**src/rtl/axi_read_arbiter_pkg.sv**
```systemverilog
// axi_arb_pkg: shared types and constants for the AXI read arbiter
package axi_arb_pkg;
  typedef enum logic [1:0] {
    IDLE = 2'b00,
    ADDR = 2'b01,
    DATA = 2'b11
  } state_t;
  typedef enum logic {
    GRANT_I = 1'b0,
    GRANT_D = 1'b1
  } grant_t;
  localparam logic [2:0] ARSIZE_WORD  = 3'b010;
  localparam logic [1:0] ARBURST_INCR = 2'b01;
endpackage

```
**src/rtl/arb_starve_cnt.sv**
```systemverilog
// arb_starve_cnt: saturating counter of arbitration rounds the I requester has lost
module arb_starve_cnt #(
  parameter int LIMIT = 8,
  localparam int W = $clog2(LIMIT + 1)
) (
  input  logic clk,
  input  logic rst,
  input  logic inc,
  input  logic clr,
  output logic sat
);
  logic [W-1:0] cnt_q, cnt_d;
  always_comb begin
    sat   = cnt_q == W'(LIMIT);
    cnt_d = clr ? '0 : (inc && !sat) ? cnt_q + W'(1) : cnt_q;
  end
  always_ff @(posedge clk) begin
    if (rst) cnt_q <= '0;
    else     cnt_q <= cnt_d;
  end
endmodule

```
**src/rtl/axi_read_arbiter.sv**
```systemverilog
// axi_read_arbiter: whole-transaction AR+R arbiter between i_cache and d_cache, D priority with I starvation override
module axi_read_arbiter
  import axi_arb_pkg::*;
#(
  parameter int         STARVE_LIMIT = 8,
  parameter logic [3:0] INST_ID      = 4'd0,
  parameter logic [3:0] DATA_ID      = 4'd1
) (
  input  logic        clk,
  input  logic        rst,
  input  logic [31:0] inst_araddr,
  input  logic [3:0]  inst_arlen,
  input  logic        inst_arvalid,
  output logic        inst_arready,
  output logic [31:0] inst_rdata,
  output logic        inst_rlast,
  output logic        inst_rvalid,
  input  logic        inst_rready,
  input  logic [31:0] data_araddr,
  input  logic [3:0]  data_arlen,
  input  logic        data_arvalid,
  output logic        data_arready,
  output logic [31:0] data_rdata,
  output logic        data_rlast,
  output logic        data_rvalid,
  input  logic        data_rready,
  output logic [31:0] m_araddr,
  output logic [3:0]  m_arlen,
  output logic [3:0]  m_arid,
  output logic [2:0]  m_arsize,
  output logic [1:0]  m_arburst,
  output logic        m_arvalid,
  input  logic        m_arready,
  input  logic [31:0] m_rdata,
  input  logic [3:0]  m_rid,
  input  logic        m_rlast,
  input  logic        m_rvalid,
  output logic        m_rready,
  output logic        rid_err
);
  state_t state_q, state_d;
  grant_t grant_q, grant_d;
  logic rid_err_q, rid_err_d;
  logic cnt_inc, cnt_clr, cnt_sat;
  logic sel_d, sel_i, is_d, in_addr, in_data, g_arvalid, g_rready;
  logic [3:0] g_id;
  arb_starve_cnt #(.LIMIT(STARVE_LIMIT)) u_starve (
    .clk (clk),
    .rst (rst),
    .inc (cnt_inc),
    .clr (cnt_clr),
    .sat (cnt_sat)
  );
  always_comb begin
    is_d      = grant_q == GRANT_D;
    in_addr   = state_q == ADDR;
    in_data   = state_q == DATA;
    g_arvalid = is_d ? data_arvalid : inst_arvalid;
    g_rready  = is_d ? data_rready : inst_rready;
    g_id      = is_d ? DATA_ID : INST_ID;
    sel_d     = data_arvalid && !(inst_arvalid && cnt_sat);
    sel_i     = !sel_d && inst_arvalid;
    cnt_inc   = state_q == IDLE && inst_arvalid && sel_d;
    cnt_clr   = state_q == IDLE && (sel_i || !inst_arvalid);
    state_d   = state_q;
    grant_d   = grant_q;
    case (state_q)
      IDLE: if (sel_d || sel_i) begin
        state_d = ADDR;
        grant_d = sel_d ? GRANT_D : GRANT_I;
      end
      ADDR:    state_d = (g_arvalid && m_arready) ? DATA : g_arvalid ? ADDR : IDLE;
      DATA:    state_d = (m_rvalid && g_rready && m_rlast) ? IDLE : DATA;
      default: state_d = IDLE;
    endcase
    rid_err_d = rid_err_q || (in_data && m_rvalid && m_rid != g_id);
  end
  always_comb begin
    m_arvalid    = in_addr && g_arvalid;
    m_araddr     = in_addr ? (is_d ? data_araddr : inst_araddr) : '0;
    m_arlen      = in_addr ? (is_d ? data_arlen : inst_arlen) : '0;
    m_arid       = in_addr ? g_id : '0;
    m_arsize     = ARSIZE_WORD;
    m_arburst    = ARBURST_INCR;
    inst_arready = in_addr && !is_d && m_arready;
    data_arready = in_addr && is_d && m_arready;
    m_rready     = in_data && g_rready;
    inst_rvalid  = in_data && !is_d && m_rvalid;
    inst_rlast   = in_data && !is_d && m_rlast;
    data_rvalid  = in_data && is_d && m_rvalid;
    data_rlast   = in_data && is_d && m_rlast;
    inst_rdata   = m_rdata;
    data_rdata   = m_rdata;
    rid_err      = rid_err_q;
  end
  always_ff @(posedge clk) begin
    if (rst) begin
      state_q   <= IDLE;
      grant_q   <= GRANT_I;
      rid_err_q <= 1'b0;
    end else begin
      state_q   <= state_d;
      grant_q   <= grant_d;
      rid_err_q <= rid_err_d;
    end
  end
endmodule

```
**config.mk**
```make
export PLATFORM = sky130hd
export DESIGN_NAME = axi_read_arbiter
export DESIGN_NICKNAME = d
export VERILOG_FILES = /design/src/rtl/axi_read_arbiter_pkg.sv /design/src/rtl/arb_starve_cnt.sv /design/src/rtl/axi_read_arbiter.sv
export SDC_FILE = /design/constraint.sdc
export NUM_CORES = 1
export LEC_CHECK = 0
export CELL_PAD_IN_SITES_DETAIL_PLACEMENT = 0
export CELL_PAD_IN_SITES_GLOBAL_PLACEMENT = 1
export CORE_AREA = 2 2 109 111
export DETAILED_ROUTE_END_ITERATION = 7
export DIE_AREA = 0 0 111 113
export GPL_ROUTABILITY_DRIVEN = 0
export HOLD_SLACK_MARGIN = 0.02
export PLACE_DENSITY = 0.91
export SLEW_MARGIN = 20
export SYNTH_ARGS = -nofsm -noshare
export SYNTH_HDL_FRONTEND = slang
export SYNTH_SLANG_ARGS = --single-unit
```
**constraint.sdc**
```tcl
create_clock -name clk -period 2 [get_ports clk]
set_input_delay 0.4 -clock clk [delete_from_list [all_inputs] [get_ports clk]]
set_output_delay 0.4 -clock clk [all_outputs]
set_load 0.05 [all_outputs]
```
Yosys cells after proc, flatten, opt, wreduce, memory -nomap -nowiden

Cells that the tools add are included.

Flip-flop bits (word level): 8
Bits in writable memories: 0
Memory bits (read-only): 0
Bits of input ports: 117
Output and inout port bits: 118
Memories: 0
Word-level logic and storage cells: 59
Bits in latches: 0

Bitwise gates (word level): 0
Multiplexer cells: 14
Divide/modulo/power cells: 0
Reductions and logical operators: 35
Shift operators: 0
$add $sub $neg: 1
$mul: 0
Magnitude comparators: 0
Equality and inequality tests: 5

Operators by type and width:

| cell                                                  | number |
|---|---|
| 2-to-1 mux 32 bit                                     | 2 |
| logical AND 1 bit                                     | 24 |
| 2-to-1 mux 4 bit                                      | 2 |
| 2-to-1 mux 1 bit                                      | 6 |
| 2-to-1 mux 2 bit                                      | 3 |
| one-hot mux 2 bit (3 select lines)                    | 1 |
| zero test 1 bit                                       | 5 |
| adder 4 x 1 -> 4 bit, second input constant           | 1 |
| equality test 4 bit, second input constant            | 1 |
| inequality test 4 x 1 -> 1 bit                        | 1 |
| logical OR 1 bit                                      | 3 |
| equality test 2 x 1 -> 1 bit, second input constant   | 1 |
| equality test 2 bit, second input constant            | 1 |
| zero test 2 bit                                       | 1 |
| inequality test 2 x 1 -> 1 bit, second input constant | 1 |
| AND reduction 2 bit                                   | 1 |
| OR reduction 2 bit                                    | 1 |

Longest topological paths before layout

Gate-level depths: netlist of run 1.

Word-level depth: 9
Gate-level depth with buffers: 5
Gate-level depth less buffers: 5

By module

Synthesis of run 1 repeated with hierarchy kept, for this count alone.

Cells, all modules: 189
Area, all modules: 1500.2 um2

Modules (own cells, without submodules):

| module           | instances | cells an instance | seq. area each (um2) | area an instance (um2) |
|---|---|---|---|---|
| axi_read_arbiter | 1         | 164               | 80.1                 | 1276.2 |
| arb_starve_cnt   | 1         | 25                | 80.1                 | 224.0 |

Worst setup path after synthesis of run 1

OpenSTA, ideal clock, no wires.

Path type: reg-to-output
Start point: reg state_q[0]
End point: out m_araddr[26]
Path slack: -161 ps
Arrival time: 1761 ps
Required time: 1600 ps
Stages on the path, launching flop included: 5
Buffers on the path: 2
Cells stage by stage: dfxtp_1 buf_6 and3_2 clkbuf_1 a22o_1

Longest elaborated chain between the ends: 2

Ends and longest elaborated chain:

| what                         | line                    | RTL |
|---|---|---|
| start: declaration           | axi_read_arbiter.sv:41  | `state_t state_q, state_d;` |
| start signal: assignment     | axi_read_arbiter.sv:102 | `state_q <= state_d;` |
| equality test 2 x 1 -> 1 bit | axi_read_arbiter.sv:56  | `in_addr = state_q == ADDR;` |
| 2-to-1 mux 32 bit            | axi_read_arbiter.sv:80  | `m_araddr = in_addr ? (is_d ? data_araddr : inst_araddr) : '0;` |
| end: declaration             | axi_read_arbiter.sv:27  | `output logic [31:0] m_araddr,` |

Every way passes these cells.

Final worst setup path of run 1

Start point: reg state_q[0]
End point: out m_araddr[2]

Same word-level chain as after synthesis.

==> results.py, run 1 <==
metrics = {
    "logic_synthesis": {
        "yosys.area.top_type": "buf_4",
        "yosys-top-cells-area": "buf_4 (37%), a22o_1 (22%), dfxtp_1 (11%)",
        "synth_top_area_share_pct": 37.4,
        "synth_edf_count": 0,
        "syn-mean-instance-area_um2": 7.68,
        "syn_area_um2": 1440,
        "synth_cell_types": 40,
        "synth-main-ff-cell": "dfxtp_1",
        "async_flop_share_pct": 0,
        "syn_inst": 188,
        "ys.warnings.count": 0,
        "ys_seq_area_share_pct": 11.1,
        "synth_seq_cells": 8,
    },
    "power_and_ir_drop": {
        "power-per-cell-area_nw_per_um2": 493,
        "finalPower_mw": 1.46,
        "ir_worst_vdd_v": 0.000285,
        "p_leak_nw": 1.12,
    },
    "worst_setup_path": {
        "critPathMaxFanout": 37,
        "cp_data_required_time_ns": 1.60,
        "r2r_cells": 4,
        "crit_chain": "nand2b_1 > nor2_2 > buf_12 > a22o_1 > buf_12",
        "crit_end": "m_araddr[2]",
        "crit_path_top_delay_cell": "dfxtp_2",
        "cp.arrival_ns": 1.53,
        "end_kind": "output port",
        "reg2reg_to": "state_q[1]$_SDFFE_PP0P_",
        "path_delay_family": "flip-flops",
        "worstReg2RegStart": "grant_q$_SDFFE_PP0P_",
        "crit_cells": 5,
        "start_kind": "flip-flop",
        "crit_path_start": "state_q[0]$_SDFFE_PP0P_",
        "r2r_slack_ns": 0.51,
        "cpPeakStageDelay_ns": 0.40,
        "cp_common_cell": "buf_12",
        "path_buf_inv": 2,
        "critical_path_class": "reg2out",
    },
    "finish": {
        "multi_input_area_um2": 712,
        "fin_area_um2": 2950,
        "utilization_pct": 26.2,
        "final_cells": 391,
        "areaGrowthSynthToFinish_pct": 105,
        "fin_nets": 369,
        "antenna_cells": 0,
        "nFillCells": 1163,
        "layout-drive-gt1-share_pct": 25.0,
        "ff_latch_area_um2": 163,
    },
    "timing": {
        "finalClockSkew_ns": 0.00320,
        "slew_viol_final": 0,
        "finalSetupTns_ns": 0,
        "setup_viol": 0,
        "post-route-period-util_pct": 96.6,
        "worst_pin_slew_ns": 0.496,
        "report.final.hold_viol_count": 0,
        "fmax_ghz": 0.517,
        "min_period_ns": 1.93,
        "rsz0062_at_grt": "false",
        "relSlewSlack_pct": 66.8,
    },
    "global_routing": {
        "antenna_found_initial": 0,
        "grt_pass1_wl_um": 8980,
        "grt_use_total_pct": 9.04,
        "grt_pass1_vias": 1561,
        "overflow": 0,
        "grt_max_degree": 39,
    },
    "floorplanning": {
        "rows": 39,
        "die_y_um": 113,
        "fp.coreArea_um2": 11300,
        "start_util_pct": 12.8,
        "io_pins": 235,
        "die-area_um2": 12500,
        "die_w_um": 111,
    },
    "run_status": {
        "outcome": "completed",
    },
    "detailed_routing": {
        "detail-route-antenna-nets": 0,
        "drt_iter0_markers": 97,
        "vias": 1538,
        "wl_per_cell_um": 15.8,
        "drtPass1Iterations": 4,
        "wirelength_um": 6170,
        "drc": 0,
        "viasPerCell": 3.93,
    },
    "clock_network": {
        "cts_tree": "done",
        "clockRootBuffer": "clkbuf_16",
        "postCtsHoldBufs": 0,
        "clock-sinks": 8,
        "post_cts_buffers": 0,
        "cts.path.max_buffers": 2,
        "ctsHtreeMaxLevel": 1,
        "clock_latency_ns": 0.23,
        "cts.clk_slew.worst_paths_ns": 0.04,
        "cts_made_buffers": 3,
    },
    "place": {
        "dp_cells": 388,
        "dpl.hpwl_um": 5150,
        "placed_area_um2": 2860,
        "portBuffers": 130,
    },
    "min_path": {
        "hp-class": "reg2reg",
    },
    "flow_run": {
        "max-cap-violations": 0,
    },
}
## flip-flops by register name (all words and copies together), names as in the netlist
register        flops
u_starve.cnt_q      4
state_q             2
rid_err             1
grant_q             1
## cell usage in the layout (no fill, tap or decap), types with 2 or more instances in the layout
cell type / instances
dfxtp_2: 2
nand4_1: 2
ha_1: 2
clkdlybuf4s50_1: 85
dfxtp_1: 6
and3_1: 2
a22o_4: 2
mux2i_1: 2
nand2_1: 5
o21ai_0: 3
and2_1: 3
or3_1: 2
conb_1: 8
inv_1: 7
a21oi_1: 5
nor2_1: 4
buf_12: 47
clkbuf_16: 3
a22o_1: 34
nand3_1: 3
## final cells by class
cell class / instances / area share [%]
Clock buffer: 3 / 2.54
Inverter: 7 / 0.889
Tap cell: 143 / 6.06
Timing Repair Buffer: 133 / 60.9
Multi-Input combinational cell: 97 / 24.1
Sequential cell: 8 / 5.51
## timing repair
action / 4_1_cts / 5_1_grt
resized for setup: 1 / 3
gates cloned: 0 / 0
hold endpoints to repair: 0 / 0
endpoints found under the setup margin: 29 / 22
## worst min-delay path by stage
stage                                              start                        endpoint  slack (ns)  cells after the start
after floorplan           u_starve.cnt_q[1]$_SDFFE_PP0P_  u_starve.cnt_q[1]$_SDFFE_PP0P_        0.46                      2
after global placement                rid_err$_SDFF_PP0_              rid_err$_SDFF_PP0_        0.47                      1
after detailed placement              rid_err$_SDFF_PP0_              rid_err$_SDFF_PP0_        0.48                      1
after CTS                             rid_err$_SDFF_PP0_              rid_err$_SDFF_PP0_        0.49                      1
after global routing                  rid_err$_SDFF_PP0_              rid_err$_SDFF_PP0_        0.50                      1
final                                 rid_err$_SDFF_PP0_              rid_err$_SDFF_PP0_        0.48                      1
## stage by stage
stage	hold WS, ns	setup WS [ns]
after floorplan	0.462	0.0610
after global placement	0.467	0.170
after detailed placement	0.477	0.0872
after CTS	0.486	0.0178
after global routing	0.498	0.0000131
final	0.482	0.0676
## kinds of logic after synthesis
logic type                 Yosys count  share of synthesized area (%)
buffers and inverters               89                           42.7
muxes                                2                           1.39
and+or+nand+nor                     32                           12.8
xor gates and xnor gates             1                          0.607
adders and majority gates            2                           1.73
DFF                                  8                           11.1
AOI/OAI and AO/OA                   52                           29.1
other                                2                          0.520
## synth_stat cells (2+ instances only)
cell and number:
nor2_1 4, nand2_1 5, o21ai_0 3, clkbuf_1 3
buf_2 4, conb_1 2, mux2i_1 2, a22o_1 36
and3_1 2, a21oi_1 5, inv_1 7, dfxtp_1 8
nand4_1 2, or3_1 2, ha_1 2, and2_1 3
buf_1 2, buf_4 72, nand3_1 3
## per-layer routing
| metal | wire (um) | global-route usage [%] | share of wire [%] | up-vias |
|---|---|---|---|---|
| met4 | 16 | 1.33 | 0.26 | 0 |
| met2 | 3040 | 16.3 | 49 | 105 |
| met3 | 774 | 4.34 | 13 | 8 |
| met5 | 0 | 0 | 0 | - |
| met1 | 2340 | 9.89 | 38 | 719 |
| li1 | - | - | - | 706 |
## where the power goes
part,switching (mW),internal (mW),total [mW]
Clock,0.0788,0.258,0.337
Sequential,0.00882,0.167,0.176
Combinational,0.466,0.478,0.944
Total,0.553,0.903,1.46
Note: power is estimated with default switching activity, not from simulation.
==> inputs of run 2 (changes only) <==
--- a/config.mk
+++ b/config.mk
@@ -7,12 +7,13 @@
 export LEC_CHECK = 0
 export CELL_PAD_IN_SITES_DETAIL_PLACEMENT = 0
 export CELL_PAD_IN_SITES_GLOBAL_PLACEMENT = 1
-export CORE_AREA = 2 2 109 111
+export CORE_AREA = 2 2 90 92
 export DETAILED_ROUTE_END_ITERATION = 7
-export DIE_AREA = 0 0 111 113
+export DIE_AREA = 0 0 92 94
+export DONT_BUFFER_PORTS = 1
 export GPL_ROUTABILITY_DRIVEN = 0
 export HOLD_SLACK_MARGIN = 0.02
-export PLACE_DENSITY = 0.91
+export PLACE_DENSITY = 0.56
 export SLEW_MARGIN = 20
 export SYNTH_ARGS = -nofsm -noshare
 export SYNTH_HDL_FRONTEND = slang
==> results.py, run 2 (same netlist as run 1, synthesis figures left out) <==
metrics = {
    "run_status": {
        "outcome": "completed",
    },
    "detailed_routing": {
        "wl_per_cell_um": 19.8,
        "drc": 0,
        "wirelength_um": 5250,
        "drtPass1Iterations": 4,
        "vias": 1191,
        "drt_iter0_markers": 34,
        "detail-route-antenna-nets": 0,
        "viasPerCell": 4.49,
    },
    "clock_network": {
        "clock_latency_ns": 0.23,
        "cts.path.max_buffers": 2,
        "cts_made_buffers": 3,
        "clock-sinks": 8,
        "cts.clk_slew.worst_paths_ns": 0.04,
        "post_cts_buffers": 0,
        "clockRootBuffer": "clkbuf_8",
        "ctsHtreeMaxLevel": 1,
        "cts_tree": "done",
    },
    "timing": {
        "finalSetupTns_ns": 0,
        "relSlewSlack_pct": 65.0,
        "slew_viol_final": 0,
        "fmax_ghz": 0.521,
        "finalClockSkew_ns": 0.00340,
        "worst_pin_slew_ns": 0.525,
        "min_period_ns": 1.92,
        "setup_viol": 0,
        "rsz0062_at_grt": "false",
        "report.final.hold_viol_count": 0,
        "post-route-period-util_pct": 96.0,
    },
    "place": {
        "portBuffers": 0,
        "dpl.hpwl_um": 4010,
        "placed_area_um2": 1840,
    },
    "power_and_ir_drop": {
        "ir_worst_vdd_v": 0.000267,
        "power-per-cell-area_nw_per_um2": 586,
        "p_leak_nw": 0.757,
    },
    "worst_setup_path": {
        "critical_path_class": "reg2out",
        "reg2reg_to": "u_starve.cnt_q[3]$_SDFFE_PP0P_",
        "cp.arrival_ns": 1.52,
        "r2r_slack_ns": 0.49,
        "crit_path_start": "grant_q$_SDFFE_PP0P_",
        "cp_data_required_time_ns": 1.60,
        "r2r_cells": 4,
        "crit_end": "m_arlen[2]",
        "end_kind": "output port",
        "cpPeakStageDelay_ns": 0.37,
        "critPathMaxFanout": 18,
        "crit_chain": "buf_4 > nor2_4 > clkbuf_16 > a22o_1 > buf_12",
        "start_kind": "flip-flop",
        "crit_path_top_delay_cell": "dfxtp_1",
        "worstReg2RegStart": "state_q[0]$_SDFFE_PP0P_",
    },
    "floorplanning": {
        "rows": 32,
        "io_pins": 235,
        "die_y_um": 94,
        "die_w_um": 92,
        "fp.coreArea_um2": 7610,
        "die-area_um2": 8650,
        "start_util_pct": 19.0,
    },
    "global_routing": {
        "grt_pass1_vias": 1235,
        "grt_use_total_pct": 10.8,
        "antenna_found_initial": 0,
        "overflow": 0,
        "grt_max_degree": 38,
        "grt_pass1_wl_um": 7060,
    },
    "finish": {
        "layout-drive-gt1-share_pct": 38.0,
        "areaGrowthSynthToFinish_pct": 35.0,
        "antenna_cells": 0,
        "fin_area_um2": 1950,
        "largest_reg_flops": 4,
        "fin_nets": 284,
        "regMostFlops": "u_starve.cnt_q",
        "final_common_cell": "buf_12",
        "mostFrequentLayoutCells": "buf_12 (39), a22o_1 (34), conb_1 (8)",
        "top_regs": "u_starve.cnt_q (4), state_q (2)",
    },
    "min_path": {
        "holdPathStages": 1,
        "hp-class": "in2reg",
    },
    "flow_run": {
        "max-cap-violations": 0,
    },
}
[run 2: repair_timing]
item	in CTS	in global routing
cloned	1	1
hold buffers	0	0
resized for setup	2	5
endpoints found under the setup margin	38	32
pin swaps	1	0
[run 2: how the worst min path moves through the flow]
stage                                         startpoint                             end
final                                                rst  u_starve.cnt_q[1]$_SDFFE_PP0P_
after detailed placement                             rst            grant_q$_SDFFE_PP0P_
after CTS                                            rst  u_starve.cnt_q[1]$_SDFFE_PP0P_
after floorplan           u_starve.cnt_q[1]$_SDFFE_PP0P_  u_starve.cnt_q[1]$_SDFFE_PP0P_
after global routing                                 rst            grant_q$_SDFFE_PP0P_
after global placement                               rst         state_q[0]$_SDFFE_PP0P_
[run 2: metal layers]
| metal | part of all wire [%] | global-route usage [%] | up-vias |
|---|---|---|---|
| met5 | 0 | 0 | - |
| met4 | 1.9 | 3.98 | 0 |
| met3 | 12 | 4.57 | 16 |
| met2 | 51 | 19.6 | 97 |
| met1 | 35 | 10.9 | 540 |
| li1 | - | - | 538 |
[run 2: critical path, delay by kind of cell, from the launching register on]
family / cells / cell delay, ns
and+or+nand+nor: 1 / 0.08
AOI/OAI and AO/OA: 1 / 0.27
DFF: 1 / 0.37
buffers and inverters: 3 / 0.56
[run 2: through the flow]
step           util, %  setup WS, ns  instances  hold WS, ns  power [mW]
2_1_floorplan        -        0.0610        194        0.462       0.947
6_report          25.6        0.0799        265        0.234        1.14
4_1_cts           25.0       0.00749        264        0.225        1.14
3_5_place_dp      24.2        0.0225        260        0.472       0.923
3_3_place_gp      24.2        0.0314        260        0.471       0.920
5_1_grt           25.6        0.0109        265        0.220        1.19
[run 2: area by class of cell]
type	instances	area [um2]
clock buffers	3	41.3
repair buffers	47	858
inverters	7	26.3
multi-input cells	98	734
well taps	102	128
fillers	799	5660
flip-flops and latches	8	161
[run 2: where the power goes]
| group | switching [mW] | internal, mW |
|---|---|---|
| clock | 0.0664 | 0.131 |
| sequential | 0.00751 | 0.166 |
| combinational | 0.431 | 0.340 |
| total | 0.505 | 0.637 |
